### src/rtl/uart_frame_defs_pkg.sv
// Shared definitions for the UART frame scheduler: FSM encoding, frame layout
// constants and the byte-mapping helper used when sequencing a frame.
package uart_frame_defs;

   typedef enum logic [2:0] {
      ST_IDLE  = 3'd0,
      ST_LOAD  = 3'd1,
      ST_SEND  = 3'd2,
      ST_GUARD = 3'd3,
      ST_WAIT  = 3'd4
   } state_t;

   localparam logic [7:0] SYNC_BYTE_DEFAULT = 8'hA5;
   localparam int         FRAME_LEN         = 5;

   localparam logic [2:0] IDX_SYNC = 3'd0;
   localparam logic [2:0] IDX_ID   = 3'd1;
   localparam logic [2:0] IDX_HI   = 3'd2;
   localparam logic [2:0] IDX_LO   = 3'd3;
   localparam logic [2:0] IDX_CSUM = 3'(FRAME_LEN - 1);

   // Checksum is a truncating 8-bit sum of id, high and low bytes; sync is excluded.
   function automatic logic [7:0] frame_byte(input logic [2:0]  idx,
                                             input logic [7:0]  sync_byte,
                                             input logic [7:0]  chan_id,
                                             input logic [15:0] data);
      logic [7:0] b;
      case (idx)
         IDX_SYNC: b = sync_byte;
         IDX_ID:   b = chan_id;
         IDX_HI:   b = data[15:8];
         IDX_LO:   b = data[7:0];
         default:  b = chan_id + data[15:8] + data[7:0];
      endcase
      return b;
   endfunction

endpackage

### src/rtl/uart_frame_scheduler_rr_pick.sv
// Combinational round-robin selector: the lowest requesting index at or after
// the pointer, wrapping around, wins.
module rr_pick #(
   parameter  int N_REQ = 4,
   localparam int IW    = (N_REQ > 1) ? $clog2(N_REQ) : 1
) (
   input  logic [N_REQ-1:0] req,
   input  logic [IW-1:0]    ptr,
   output logic             grant_valid,
   output logic [IW-1:0]    grant_idx
);

   function automatic logic [IW-1:0] wrap_add(input logic [IW-1:0] a,
                                              input logic [IW-1:0] b);
      logic [IW:0] s;
      s = {1'b0, a} + {1'b0, b};
      if (s >= (IW+1)'(N_REQ))
         s = s - (IW+1)'(N_REQ);
      return s[IW-1:0];
   endfunction

   // Requests rotated so that position 0 corresponds to the pointer.
   logic [N_REQ-1:0] rot;

   genvar gi;
   generate
      for (gi = 0; gi < N_REQ; gi++) begin : g_rot
         assign rot[gi] = req[wrap_add(ptr, IW'(gi))];
      end
   endgenerate

   logic [IW-1:0] offset;

   always_comb begin
      grant_valid = 1'b0;
      offset      = '0;
      for (int k = N_REQ - 1; k >= 0; k--) begin
         if (rot[k]) begin
            grant_valid = 1'b1;
            offset      = IW'(k);
         end
      end
      grant_idx = wrap_add(ptr, offset);
   end

endmodule

### src/rtl/uart_frame_scheduler.sv
// Shares one UART byte transmitter among N_REQ sensor requesters: round-robin
// grant, payload latch, and a 5-byte frame (sync, id, hi, lo, checksum).
module uart_frame_scheduler
   import uart_frame_defs::*;
#(
   parameter  int         N_REQ        = 4,
   parameter  int         GUARD_CYCLES = 4,
   parameter  logic [7:0] SYNC_BYTE    = SYNC_BYTE_DEFAULT,
   localparam int         IW           = (N_REQ > 1) ? $clog2(N_REQ) : 1
) (
   input  logic                clk,
   input  logic                rst_n,
   input  logic [N_REQ-1:0]    req,
   input  logic [N_REQ*16-1:0] payload,
   output logic [N_REQ-1:0]    ack,
   output logic                tx_start,
   output logic [7:0]          tx_data,
   input  logic                tx_busy,
   output logic                frame_done,
   output logic                busy
);

   localparam int GW = $clog2(GUARD_CYCLES + 1);

   state_t        state_reg,    state_next;
   logic [IW-1:0] ptr_reg,      ptr_next;
   logic [IW-1:0] winner_reg,   winner_next;
   logic [15:0]   payload_reg,  payload_next;
   logic [2:0]    byte_idx_reg, byte_idx_next;
   logic [GW-1:0] guard_reg,    guard_next;
   logic [7:0]    tx_data_reg,  tx_data_next;

   logic          grant_valid;
   logic [IW-1:0] grant_idx;
   logic [7:0]    chan_id;
   logic [15:0]   payload_arr [N_REQ];

   rr_pick #(.N_REQ(N_REQ)) u_rr_pick (
      .req         (req),
      .ptr         (ptr_reg),
      .grant_valid (grant_valid),
      .grant_idx   (grant_idx)
   );

   genvar gi;
   generate
      for (gi = 0; gi < N_REQ; gi++) begin : g_chan
         assign payload_arr[gi] = payload[16*gi +: 16];
         assign ack[gi]         = (state_reg == ST_LOAD) && (winner_reg == IW'(gi));
      end
   endgenerate

   assign chan_id = {{(8-IW){1'b0}}, winner_reg};
   assign tx_data = tx_data_reg;
   assign busy    = (state_reg != ST_IDLE);

   always_ff @(posedge clk or negedge rst_n) begin
      if (!rst_n) begin
         state_reg    <= ST_IDLE;
         ptr_reg      <= '0;
         winner_reg   <= '0;
         payload_reg  <= '0;
         byte_idx_reg <= '0;
         guard_reg    <= '0;
         tx_data_reg  <= '0;
      end else begin
         state_reg    <= state_next;
         ptr_reg      <= ptr_next;
         winner_reg   <= winner_next;
         payload_reg  <= payload_next;
         byte_idx_reg <= byte_idx_next;
         guard_reg    <= guard_next;
         tx_data_reg  <= tx_data_next;
      end
   end

   always_comb begin
      state_next    = state_reg;
      ptr_next      = ptr_reg;
      winner_next   = winner_reg;
      payload_next  = payload_reg;
      byte_idx_next = byte_idx_reg;
      guard_next    = guard_reg;
      tx_data_next  = tx_data_reg;
      tx_start      = 1'b0;
      frame_done    = 1'b0;

      case (state_reg)
         // A transmitter still busy from before a reset blocks new grants here.
         ST_IDLE: begin
            if (!tx_busy && grant_valid) begin
               winner_next = grant_idx;
               state_next  = ST_LOAD;
            end
         end
         ST_LOAD: begin
            payload_next  = payload_arr[winner_reg];
            byte_idx_next = IDX_SYNC;
            tx_data_next  = SYNC_BYTE;
            state_next    = ST_SEND;
         end
         ST_SEND: begin
            tx_start   = 1'b1;
            guard_next = GW'(GUARD_CYCLES - 1);
            state_next = ST_GUARD;
         end
         // tx_busy is not trusted until the transmitter has seen the start pulse.
         ST_GUARD: begin
            if (guard_reg == '0)
               state_next = ST_WAIT;
            else
               guard_next = guard_reg - GW'(1);
         end
         ST_WAIT: begin
            if (!tx_busy) begin
               if (byte_idx_reg == IDX_CSUM) begin
                  frame_done = 1'b1;
                  ptr_next   = (winner_reg == IW'(N_REQ - 1)) ? '0 : winner_reg + IW'(1);
                  state_next = ST_IDLE;
               end else begin
                  byte_idx_next = byte_idx_reg + 3'd1;
                  tx_data_next  = frame_byte(byte_idx_reg + 3'd1, SYNC_BYTE, chan_id, payload_reg);
                  state_next    = ST_SEND;
               end
            end
         end
         default: state_next = ST_IDLE;
      endcase
   end

endmodule

### config.mk
export PLATFORM = sky130hd
export DESIGN_NAME = uart_frame_scheduler
export DESIGN_NICKNAME = d
export VERILOG_FILES = /design/src/rtl/uart_frame_defs_pkg.sv /design/src/rtl/uart_frame_scheduler_rr_pick.sv /design/src/rtl/uart_frame_scheduler.sv
export SDC_FILE = /design/constraint.sdc
export NUM_CORES = 1
export LEC_CHECK = 0
export CELL_PAD_IN_SITES_DETAIL_PLACEMENT = 2
export CELL_PAD_IN_SITES_GLOBAL_PLACEMENT = 2
export CORE_MARGIN = 4
export CORE_UTILIZATION = 31
export DETAILED_ROUTE_END_ITERATION = 8
export PLACE_DENSITY = 0.9
export RECOVER_POWER = 50
export REMOVE_ABC_BUFFERS = 1
export SYNTH_ARGS = -nofsm -noshare
export SYNTH_HDL_FRONTEND = slang
export SYNTH_HIERARCHICAL = 1
export SYNTH_SLANG_ARGS = --single-unit
### constraint.sdc
create_clock -name clk -period 4.7 [get_ports clk]
set_input_delay 0.94 -clock clk [delete_from_list [all_inputs] [get_ports clk]]
set_output_delay 0.94 -clock clk [all_outputs]
set_load 0.03 [all_outputs]
==> metrics, run 1 <==
Final Instance Area=3810 µm²; prevailing post-synth register cell=dfrtp_1; # resized after CTS=0; fin. max-slew vios=38; Fin Setup TNS=0 ps; skew final=10.7 ps; CTS clk-pin slew, worst paths=70 ps; max reg flops=16; setup ws final=770 ps; Vias=2513; Slew @ Worst Pin=2020 ps; drt total wl=8470 µm; largest net degree at the start of global routing=38; CP endpoint=frame_done; Slew HR=-34.8%; WHS=479 ps; Crit Path Max Fanout=5; I/O pins=86; Syn Area/Cell=10.0 µm²; WS Path Type=input pin to output port; worst-case reg-to-reg path depth=8; async set-reset flop share out of synthesis=100%; Initial Util=32.0%; CP Launch Point=tx_busy; hold buffers post-CTS=0; RSZ-0062 raised after global routing=no; Routed Antenna Nets=0; fraction of layout cells with a size suffix above 1=11.7%; nets=455; Core Region=8720 µm²; die area=10600 µm²; Routed wire per std cell=18.1 µm; GRT Residual Overflow=0; worst-skew pair later-pin latency=300 ps; htree depth=2; DRC=0; peak supply drop=0.000174 V; register area share after synthesis=33.2%; leakage=1.59 nW; first-pass GRT wire length=14200 µm; number of CTS-inserted buffers=5; Final GP Congestion=0.833; via/cell ratio=5.38; number of synthesis warnings=6; vias in the first global route=2926; Iteration-0 DRC Markers=73; post-CTS setup buffer count=0; critical path capture point type=output port; Final HPWL DP=6790 µm; max capacitance violation total=1; clock sink count=37; Max Clock Freq=254 MHz; n_diodes=0; setup slack, reg-to-reg=1540 ps; pre-CTS setup slack=877 ps; Rows=34; input/output buffers=85; min Tclk post-route=3930 ps; Worst Path Arrival=2990 ps; CTS tree=done; Die Wd=103 µm; Hold Path Class=flop to flop; Syn Inst Count=278; # setup viols final=0; CP startpoint kind=input pin; clk buf depth=2; initial antenna violation count=0; Pwr Density=469 nW/µm²; Post-synth EDFFs=0; RR Startpoint=winner_reg[1]; Total GRT Usage=17.1%; area of placed instances=3730 µm²; die span in y=103 µm; R2R Path End=tx_data[7]; Yosys cell types=57; status=complete, but fails checks; Synth Cell Area=2790 µm²; drt pass-1 iters=4; Data required, critical path=3760 ps; register bit total from synthesis=37; failing checks=capacitance limit, slew limit; Final Hold Fails=0; period utilisation layout=83.6%; Area growth syn-to-layout=36.5%; clock root buffer=clkbuf_8
power breakdown:
part | internal (W) | leakage, nW | total (W) | switching (W)
sequential | 0.000416 | 0.453 | 0.000548 | 0.000133
clock | 0.000103 | 0.0450 | 0.000220 | 0.000117
combinational | 0.000491 | 1.09 | 0.00102 | 0.000528
routing by layer:
metal  vias up  global-route usage (%)  wire [µm]
li1       1168                       -          -
met1      1257                    19.8       3340
met2        76                    32.1       4590
met3        12                    2.50        402
met4         0                    5.38        134
met5         -                       0          0
layout by cell type, fill, tap and decap left out, types with 3 or more instances in the layout:
master and count:
a22oi_1 3, xor2_1 3, and2_1 4, nand2_1 54, a211oi_1 5, inv_1 9, nor2_1 14, fa_1 3
mux2_2 4, xnor2_1 5, or3_1 3, o21ai_0 14, mux4_2 16, a21oi_1 9, clkdlybuf4s50_1 79, clkbuf_8 5
dfrtp_1 37, nand3_1 5, ha_1 23, dlygate4sd3_1 6, a221oi_1 3, nor3_1 5, nor2b_1 4
cell type report:
type | count | area (µm²)
repair buffers | 88 | 870
well taps | 108 | 135
flip-flops and latches | 37 | 926
clock buffers | 6 | 72.6
fillers | 932 | 4910
inverters | 9 | 33.8
clock inverters | 2 | 10.0
multi-input cells | 217 | 1760
worst min-delay path by stage:
stage	cells past startpoint	slack, ps	end	from
2_1_floorplan	1	440	guard_reg[0]	guard_reg[0]
3_3_place_gp	1	460	guard_reg[0]	guard_reg[0]
3_5_place_dp	1	470	guard_reg[0]	guard_reg[0]
4_1_cts	1	480	guard_reg[0]	guard_reg[0]
5_1_grt	1	510	guard_reg[0]	guard_reg[0]
6_report	1	480	guard_reg[0]	guard_reg[0]
kinds of logic (layout without fill, tap and decap cells):
kind of cell,Yosys count,count (layout),share of synthesized area (%)
simple gates,101,101,17.3
compound gates,60,60,15.2
flops,37,37,33.2
fa+ha+maj,26,26,12.5
buf+inv,24,105,3.68
mux,21,21,15.1
xor+xnor,9,9,3.09
Yosys cell counts, types with 2 or more instances:
cell / instances / area (µm²)
nor2_1: 14 / 52.6
clkbuf_1: 8 / 30.0
a21o_1: 2 / 15.0
nand3_1: 5 / 25.0
a31oi_1: 2 / 12.5
mux2_2: 4 / 45.0
a221oi_1: 3 / 26.3
ha_1: 23 / 288
and2_1: 4 / 25.0
a21oi_1: 9 / 45.0
a211oi_1: 5 / 37.5
o31ai_1: 2 / 15.0
buf_1: 2 / 7.51
mux4_2: 16 / 360
o21a_1: 2 / 15.0
o21bai_1: 2 / 15.0
o21ai_0: 14 / 70.1
inv_1: 9 / 33.8
nor2b_1: 4 / 25.0
nand2_1: 54 / 203
xor2_1: 3 / 26.3
dfrtp_1: 37 / 926
buf_2: 4 / 20.0
a22oi_1: 3 / 22.5
fa_1: 3 / 60.1
o211ai_1: 2 / 15.0
or3_1: 3 / 18.8
o32a_2: 2 / 22.5
nor3_1: 5 / 25.0
xnor2_1: 5 / 43.8
critical path: stages:
cell	delay, ps
dlygate4sd3_1	610
or4b_4	550
nor2_1	180
clkdlybuf4s50_1	700
through the flow:
stage / power [W] / utilization [%] / cells
final: 0.00179 / 43.7 / 467
after global routing: 0.00196 / 43.7 / 467
after CTS: 0.00182 / 43.7 / 467
after detailed placement: 0.00158 / 42.8 / 459
after global placement: 0.00152 / 42.8 / 459
after floorplan: 0.00123 / - / 263
Note: power is estimated with default switching activity, not from simulation.
==> inputs of run 2 (changes only) <==
--- a/config.mk
+++ b/config.mk
@@ -8,9 +8,9 @@
 export CELL_PAD_IN_SITES_DETAIL_PLACEMENT = 2
 export CELL_PAD_IN_SITES_GLOBAL_PLACEMENT = 2
 export CORE_MARGIN = 4
-export CORE_UTILIZATION = 31
+export CORE_UTILIZATION = 29
 export DETAILED_ROUTE_END_ITERATION = 8
-export PLACE_DENSITY = 0.9
+export PLACE_DENSITY = 0.85
 export RECOVER_POWER = 50
 export REMOVE_ABC_BUFFERS = 1
 export SYNTH_ARGS = -nofsm -noshare
==> constraint.sdc (replaced) <==
create_clock -name clk -period 3.7 [get_ports clk]
set_input_delay 0.74 -clock clk [delete_from_list [all_inputs] [get_ports clk]]
set_output_delay 0.74 -clock clk [all_outputs]
set_load 0.03 [all_outputs]
==> run 2 against run 1 <==
Effect of this change:
- die area rose by 6.4%
- setup slack worse by 470 ps
- core utilization is 2.2 points lower
- sequential share of layout area decreased by 0.28 points
- flip-flop and latch count did not move
- wire length is 2.7% higher
- via count down 1.1%
- the flow still finishes with violations (capacitance limit, slew limit)
- highest routed layer unchanged
- worst hold slack improved by 16 ps
- non-clock buffer count grew 3
- sequential power up 20%
==> metrics, run 2 (same netlist as run 1, synthesis figures left out) <==
WS Path Type=input pin to output port (unchanged); Worst Path Arrival=2660 ps (was 2990 ps); fin. max-slew vios=38 (unchanged); Area growth syn-to-layout=38.1% (was 36.5%); RSZ-0062 raised after global routing=no (unchanged); I/O pins=86 (unchanged); Iteration-0 DRC Markers=61 (was 73); # setup viols final=0 (unchanged); htree depth=2 (unchanged); Internal Power=0.00130 W (was 0.00101 W); min Tclk post-route=3400 ps; hold buffers post-CTS=0 (unchanged); Slew @ Worst Pin=2090 ps (was 2020 ps); Fin Setup TNS=0 ps (unchanged); Layout Cells excl Fill=490 (was 467); Routed wire per std cell=17.7 µm (was 18.1 µm); drt total wl=8690 µm (was 8470 µm); most frequent cells in the layout=84 x clkdlybuf4s50_1, 54 x nand2_1, 37 x dfrtp_1, 23 x ha_1, 16 x mux4_2 (was 79 x clkdlybuf4s50_1, 54 x nand2_1, 37 x dfrtp_1, 23 x ha_1, 16 x mux4_2); die span in y=106 µm (was 103 µm); net switching power=0.00101 W (was 0.000777 W); die area=11300 µm² (was 10600 µm²); Max Clock Freq=294 MHz; status=complete, but fails checks (unchanged); Rows=35 (was 34); CTS tree=done (unchanged); GRT Residual Overflow=0 (unchanged); combinational share of power=58.8% (was 57.0%); post-CTS setup buffer count=0 (unchanged); placed instance count=483 (was 459); # resized after CTS=0 (unchanged); Data required, critical path=2960 ps (was 3760 ps); initial antenna violation count=0 (unchanged); met2 wire length=4530 µm (was 4590 µm); Hold Path Class=flop to flop (unchanged); input/output buffers=85 (unchanged); met3 WL post-DR=306 µm (was 402 µm); largest stage delay on the critical path=710 ps (was 700 ps); via/cell ratio=5.07 (was 5.38); DRC=0 (unchanged); Max stage delay cell, worst path=clkdlybuf4s50_1 (unchanged); CP top delay family=buffers and inverters (unchanged); peak supply drop=0.000196 V (was 0.000174 V); Initial Util=30.1% (was 32.0%); most used cell, CP=clkdlybuf4s50_1; CTS clk-pin slew, worst paths=70 ps (about the same); vias in the first global route=2874 (was 2926); Met1 Routed Length=3760 µm (was 3340 µm); first-pass GRT wire length=14600 µm (was 14200 µm); fraction of layout cells with a size suffix above 1=11.6% (was 11.7%); top sig layer=met4 (unchanged); Core Region=9280 µm² (was 8720 µm²); critical path, cell by cell=clkdlybuf4s50_1, or4b_4, nor2_1, clkdlybuf4s50_1 (was dlygate4sd3_1, or4b_4, nor2_1, clkdlybuf4s50_1); Crit Path Max Fanout=4 (was 5); most common cell after layout, fill and taps aside=clkdlybuf4s50_1 (unchanged); Final HPWL DP=6570 µm (was 6790 µm); clk buf depth=2 (unchanged); drt pass-1 iters=4 (unchanged); leakage=1.60 nW (was 1.59 nW); Pwr Density=600 nW/µm² (was 469 nW/µm²); n_diodes=0 (unchanged); worst-skew pair later-pin latency=300 ps (about the same); critical path capture point type=output port (unchanged); max capacitance violation total=1 (unchanged); number of CTS-inserted buffers=5 (unchanged); period utilisation layout=92.0%; Slew HR=-39.2% (was -34.8%); Flop pwr share=28.4% (was 30.7%); Die Wd=106 µm (was 103 µm); Vias=2485 (was 2513); Clock power frac=12.8% (was 12.3%); CP Buf/Inv Count=2 (unchanged); failing checks=capacitance limit, slew limit (unchanged); clock sink count=37 (unchanged); Final Hold Fails=0 (unchanged); skew final=6.53 ps (was 10.7 ps); Routed Antenna Nets=0 (unchanged); Net Sw Frac=43.6% (was 43.5%); largest net degree at the start of global routing=38 (unchanged); max reg flops=16 (unchanged); nets=458 (was 455); clock root buffer=clkbuf_8 (unchanged); Final GP Congestion=0.840 (was 0.833); CP startpoint kind=input pin (unchanged); Total GRT Usage=16.0% (was 17.1%)
-- run 2: routing by layer --
metal	up-vias	global-route usage, %
met5	-	0
met4	0	3.89
met1	1245	19.7
met3	9	2.25
met2	56	29.4
li1	1175	-
-- run 2: worst reg2reg max path: stages (launching register included) --
cell and delay [ps]:
dfrtp_1 420, fa_1 490, ha_1 250, fa_1 450, a211oi_1 380, o21bai_1 140, a21oi_1 220, xnor2_1 100
o31ai_1 190
-- run 2: path summary, 6_finish.rpt --
path | start | to | slack [ps] | depth (start not counted)
min in group asynchronous | rst_n | payload_reg[3] | 1580 | 2
setup reg to reg | winner_reg[1] | tx_data[7] | 980 | 8
hold / removal | guard_reg[0] | guard_reg[0] | 500 | 1
max in group asynchronous | rst_n | winner_reg[1] | 930 | 2
hold reg to reg | guard_reg[0] | guard_reg[0] | 500 | 1
setup / recovery | tx_busy | frame_done | 300 | 4
-- run 2: cell type report --
| cell class | instances | area [µm²] |
|---|---|---|
| inverters | 9 | 33.8 |
| multi-input cells | 217 | 1760 |
| fillers | 1027 | 5430 |
| clock buffers | 7 | 86.3 |
| well taps | 129 | 161 |
| flip-flops and latches | 37 | 926 |
| repair buffers | 91 | 888 |
-- run 2: per-stage QoR --
step                      utilization [%]  setup slack, ps  instance area [µm²]  hold WS, ps  total power (W)
final                                41.5              296                 3850          495          0.00231
after global routing                 41.5              221                 3850          521          0.00254
after CTS                            41.6              253                 3870          505          0.00237
after detailed placement             40.7              268                 3780          495          0.00202
after global placement               40.7              297                 3780          465          0.00193
after floorplan                         -              917                 2720          444          0.00156
-- run 2: power groups by stage --
| stage | clock network [W] | registers (W) | logic (W) |
|---|---|---|---|
| floorplan | 0 | 0.000689 | 0.000875 |
| global placement | 0 | 0.000655 | 0.00127 |
| detailed placement | 0 | 0.000669 | 0.00135 |
| CTS | 0.000305 | 0.000662 | 0.00140 |
| global route | 0.000317 | 0.000680 | 0.00154 |
| finish | 0.000295 | 0.000656 | 0.00136 |
